File: src/rtl/axis_ddr_rd_checker_pkg.sv
// Shared types and helpers for the DDR read-data checker: FSM encoding,
// lane width and the incrementing-pattern lane function.
package axis_ddr_rd_checker_pkg;

  localparam int LANE_W = 32;

  // One-hot FSM encoding
  typedef enum logic [4:0] {
    INIT_ST  = 5'b00001,
    IDLE_ST  = 5'b00010,
    LATCH_ST = 5'b00100,
    RUN_ST   = 5'b01000,
    DONE_ST  = 5'b10000
  } state_t;

  // Lane j of beat k: seed + k*lanes + j, wrapping mod 2^32
  function automatic logic [LANE_W-1:0] exp_lane(input logic [31:0] seed,
                                                  input logic [31:0] k,
                                                  input int unsigned j,
                                                  input int unsigned lanes);
    logic [31:0] l32;
    logic [31:0] j32;
    l32 = lanes[31:0];
    j32 = j[31:0];
    return seed + k * l32 + j32;
  endfunction

endpackage

File: src/rtl/axis_chk_pattern_gen.sv
// Running expected-beat generator: base is loaded with the seed and steps by
// the lane count on each accepted beat, so no multiplier sits in the compare path.
module axis_chk_pattern_gen
  import axis_ddr_rd_checker_pkg::*;
#(
  parameter int DATA_WIDTH = 64
) (
  input  logic                  clk,
  input  logic                  rstn,
  input  logic                  load,
  input  logic [31:0]           seed,
  input  logic                  advance,
  output logic [DATA_WIDTH-1:0] exp_data
);

  localparam int LANES = DATA_WIDTH / LANE_W;

  logic [31:0] base;

  always_ff @(posedge clk) begin
    if (!rstn) begin
      base <= '0;
    end else if (load) begin
      base <= seed;
    end else if (advance) begin
      base <= base + 32'(LANES);
    end
  end

  for (genvar j = 0; j < LANES; j++) begin : g_lane
    assign exp_data[j*LANE_W +: LANE_W] = exp_lane(base, 32'd0, j, LANES);
  end

endmodule

File: config.mk
export PLATFORM = sky130hd
export DESIGN_NAME = axis_chk_pattern_gen
export DESIGN_NICKNAME = d
export VERILOG_FILES = /design/src/rtl/axis_ddr_rd_checker_pkg.sv /design/src/rtl/axis_chk_pattern_gen.sv
export SDC_FILE = /design/constraint.sdc
export NUM_CORES = 1
export LEC_CHECK = 0
export CORE_MARGIN = 4
export CORE_UTILIZATION = 35
export DETAILED_ROUTE_END_ITERATION = 12
export PLACE_DENSITY = 0.69
export SYNTH_ARGS = -nofsm -noshare
export SYNTH_HDL_FRONTEND = slang
export SYNTH_SLANG_ARGS = --single-unit
File: constraint.sdc
create_clock -name clk -period 1.8 [get_ports clk]
set_input_delay 0.18 -clock clk [delete_from_list [all_inputs] [get_ports clk]]
set_output_delay 0.18 -clock clk [all_outputs]
set_load 0.005 [all_outputs]
==> results.sh <==
export IMPL_clock_path_buffers=2
export IMPL_status="finished with violations"
export IMPL_root_buffer="clkbuf_8"
export IMPL_max_freq_mhz=486.2
export IMPL_drtIter0Drc=349
export IMPL_hpwlAfterDp_mm=7.722
export IMPL_gp_congestion=0.8964
export IMPL_holdPathStages=3
export IMPL_antennaDiodeCount=0
export IMPL_violations="negative setup slack"
export IMPL_hold_path_class="in -> reg"
export IMPL_ant_nets=0
export IMPL_grt_max_degree=46
export IMPL_cp_start_kind="flip-flop"
export IMPL_grt_pass1_wl_mm=18.91
export IMPL_dieArea_um2=8641
export IMPL_path_class="reg -> out"
export IMPL_start_util=0.3658
export IMPL_hold_buffers=0
export IMPL_dp_cells=606
export IMPL_mappedNetlistArea_um2=2526
export IMPL_fin_nets=602
export IMPL_synth_area_top_cells="dfxtp_1 (25%), xnor2_1 (11%), nand4_1 (6.7%), nor2_1 (4.0%), o21ai_0 (4.0%)"
export IMPL_power_frac_seq=0.385
export IMPL_syn_inst=333
export IMPL_p_int_mw=1.448
export IMPL_reg_top3="base x32"
export IMPL_worstSetupEndpointType="primary output"
export IMPL_multi_input_area_um2=2112
export IMPL_fp_row_count=30
export IMPL_largest_reg_flops=32
export IMPL_worst_ep_arrival_time_ns=1.88
export IMPL_crit_fanout=3
export IMPL_max_cap_viol_count=0
export IMPL_max_vdd_ir_drop_mv=0.3836
export IMPL_dieHeight_um=92.96
export IMPL_final_min_clock_period_ns=2.057
export IMPL_synthFlopType="dfxtp_1"
export IMPL_seq_area_um2=708.2
export IMPL_fill_cells=482
export IMPL_rsz0062_at_grt="yes"
export IMPL_ys_warnings_count=0
export IMPL_cts_sinks=32
export IMPL_wirelength_mm=13.69
export IMPL_p_switching_mw=0.6817
export IMPL_syn_to_final_growth_pct=104.6
export IMPL_skew_ns=0.008864
export IMPL_worstPathRequired_ns=1.62
export IMPL_io_pin_count=100
export IMPL_via_per_inst=5.892
export IMPL_hold_ws_ns=0.4492
export IMPL_synth_edf_count=0
export IMPL_fin_cells=660
export IMPL_final_common_cell="buf_4"
export IMPL_synth_area_per_cell_um2=7.586
export IMPL_ys_seq_area_frac=0.2536
export IMPL_max_flop_register="base"
export IMPL_syn_num_nets=371
export IMPL_vias=3889
export IMPL_grt_usage=0.2763
export IMPL_dr_pass1_iters=5
export IMPL_cts_max_level=2
export IMPL_worstMarginPinSlew_ns=0.4679
export IMPL_hold_viol_final=0
export IMPL_drc=0
export IMPL_synth_largest_area_cell="dfxtp_1"
export IMPL_post_drt_wl_per_cell_um=20.74
export IMPL_p_comb_frac=0.356
export IMPL_yosys_cell_types_count=47
export IMPL_grt_pass1_vias=3768
export IMPL_yosysTopAreaCellShare=0.2536
export IMPL_place_ws_ns=-0.2747
export IMPL_antenna_found_initial=0
export IMPL_layout_common_cells="buf_4 (116), clkdlybuf4s50_1 (69), buf_6 (33), nand4_1 (27), xnor2_1 (26)"
export IMPL_fin_crit_sh=1.143
export IMPL_p_leak_nw=2.215
export IMPL_overflow=0
export IMPL_finalSetupViolCount=28
export IMPL_clkPwrFrac=0.258
export IMPL_slew_headroom=0.6848
export IMPL_pwr_density_cell_nw_per_um2=412.2
export IMPL_ff2ff_path_depth=7
export IMPL_cts_inserted_buffers=5
export IMPL_synth_seq_cells=32
export IMPL_slew_viol_final=0
export IMPL_p_sw_frac=0.3201
export IMPL_layout_setup_ws_ns=-0.2569
export IMPL_port_buffers=99
export IMPL_dieWidth_um=92.96
export IMPL_path_clk_slew_ns=0.06
export IMPL_clk_latency_ns=0.30
export IMPL_cts_tree="done"
export IMPL_drive_above_1_share=0.4770
export IMPL_core_area_um2=6907
export IMPL_async_flop_share=0
power by group through the flow:
stage	clock network, mW	registers [mW]	logic [mW]
5_1_grt	0.583	0.823	0.804
3_3_place_gp	0	0.822	0.673
2_1_floorplan	0	0.830	0.228
3_5_place_dp	0	0.825	0.682
6_report	0.550	0.821	0.759
4_1_cts	0.544	0.815	0.697
area by class of cell:
cell class                      count  area share
Timing Repair Buffer              249      0.4094
Multi-Input combinational cell    267      0.4087
Sequential cell                    32      0.1370
Tap cell                           96     0.02324
Clock buffer                        6     0.01404
Inverter                            9    0.006538
Clock inverter                      1   0.0009685
metrics by stage:
| stage | TNS, ns | utilization | area [um2] | total power, mW |
|---|---|---|---|---|
| CTS | -1.188 | 0.7029 | 4855 | 2.055 |
| detailed placement | -4.691 | 0.6250 | 4317 | 1.506 |
| global route | -5.012 | 0.7482 | 5167 | 2.210 |
| finish | -3.427 | 0.7482 | 5167 | 2.130 |
| global placement | -4.083 | 0.6250 | 4317 | 1.495 |
| floorplan | 0 | - | 2532 | 1.058 |
kinds of logic after synthesis:
group / Yosys count / share of synthesized area
AO/OA/AOI/OAI: 61 / 0.1501
XOR/XNOR: 43 / 0.1491
adder cells (fa/ha/maj): 2 / 0.009904
buffers and inverters: 34 / 0.05597
flip-flops: 32 / 0.2536
multiplexers: 4 / 0.01585
AND/OR/NAND/NOR: 157 / 0.3655
synth_stat cells, types with 2 or more instances:
master	number
dfxtp_1	32
xnor2_1	32
nand4_1	27
nor2_1	27
nand2_1	25
o21ai_0	20
nor3_1	19
a21oi_1	17
clkbuf_1	13
nand3_1	12
and3_1	11
xor2_1	11
buf_2	8
inv_1	8
nor4_1	7
a211oi_1	6
and4_1	6
a31oi_1	4
mux2i_1	4
o221ai_1	4
clkbuf_2	3
or3_1	3
a311oi_1	2
a31o_2	2
and2_1	2
ha_1	2
nand4_4	2
nor2b_1	2
nor4_4	2
or2_2	2
or4_1	2
final timing paths:
check                              start      endpoint  slack, ns
worst max-delay path            base[11]  exp_data[58]      -0.26
worst min-delay path             seed[1]       base[1]       0.45
worst max register to register   base[9]      base[31]      -0.12
worst min register to register  base[31]      base[31]       0.60
routing by layer:
metal,wire (um),GRT usage
met1,5021,0.3249
met2,6665,0.4733
met3,1144,0.06011
met4,860,0.1331
met5,0,0
worst max-delay path, stage by stage (launching register included):
cell	delay (ns)
dfxtp_4	0.37
buf_6	0.10
nand4_1	0.13
buf_4	0.20
nor4_2	0.26
buf_4	0.16
nand2_2	0.07
xnor2_2	0.15
buf_2	0.14
repair_timing:
| action | 4_1_cts | 5_1_grt |
|---|---|---|
| hold endpoints to repair | 0 | 0 |
| pin swaps | 36 | 57 |
| setup buffers | 32 | 20 |
| gates cloned | 1 | 0 |
| gates resized for setup | 191 | 66 |
| setup endpoints to repair | 34 | 44 |
Note: power is estimated with default switching activity, not from simulation.
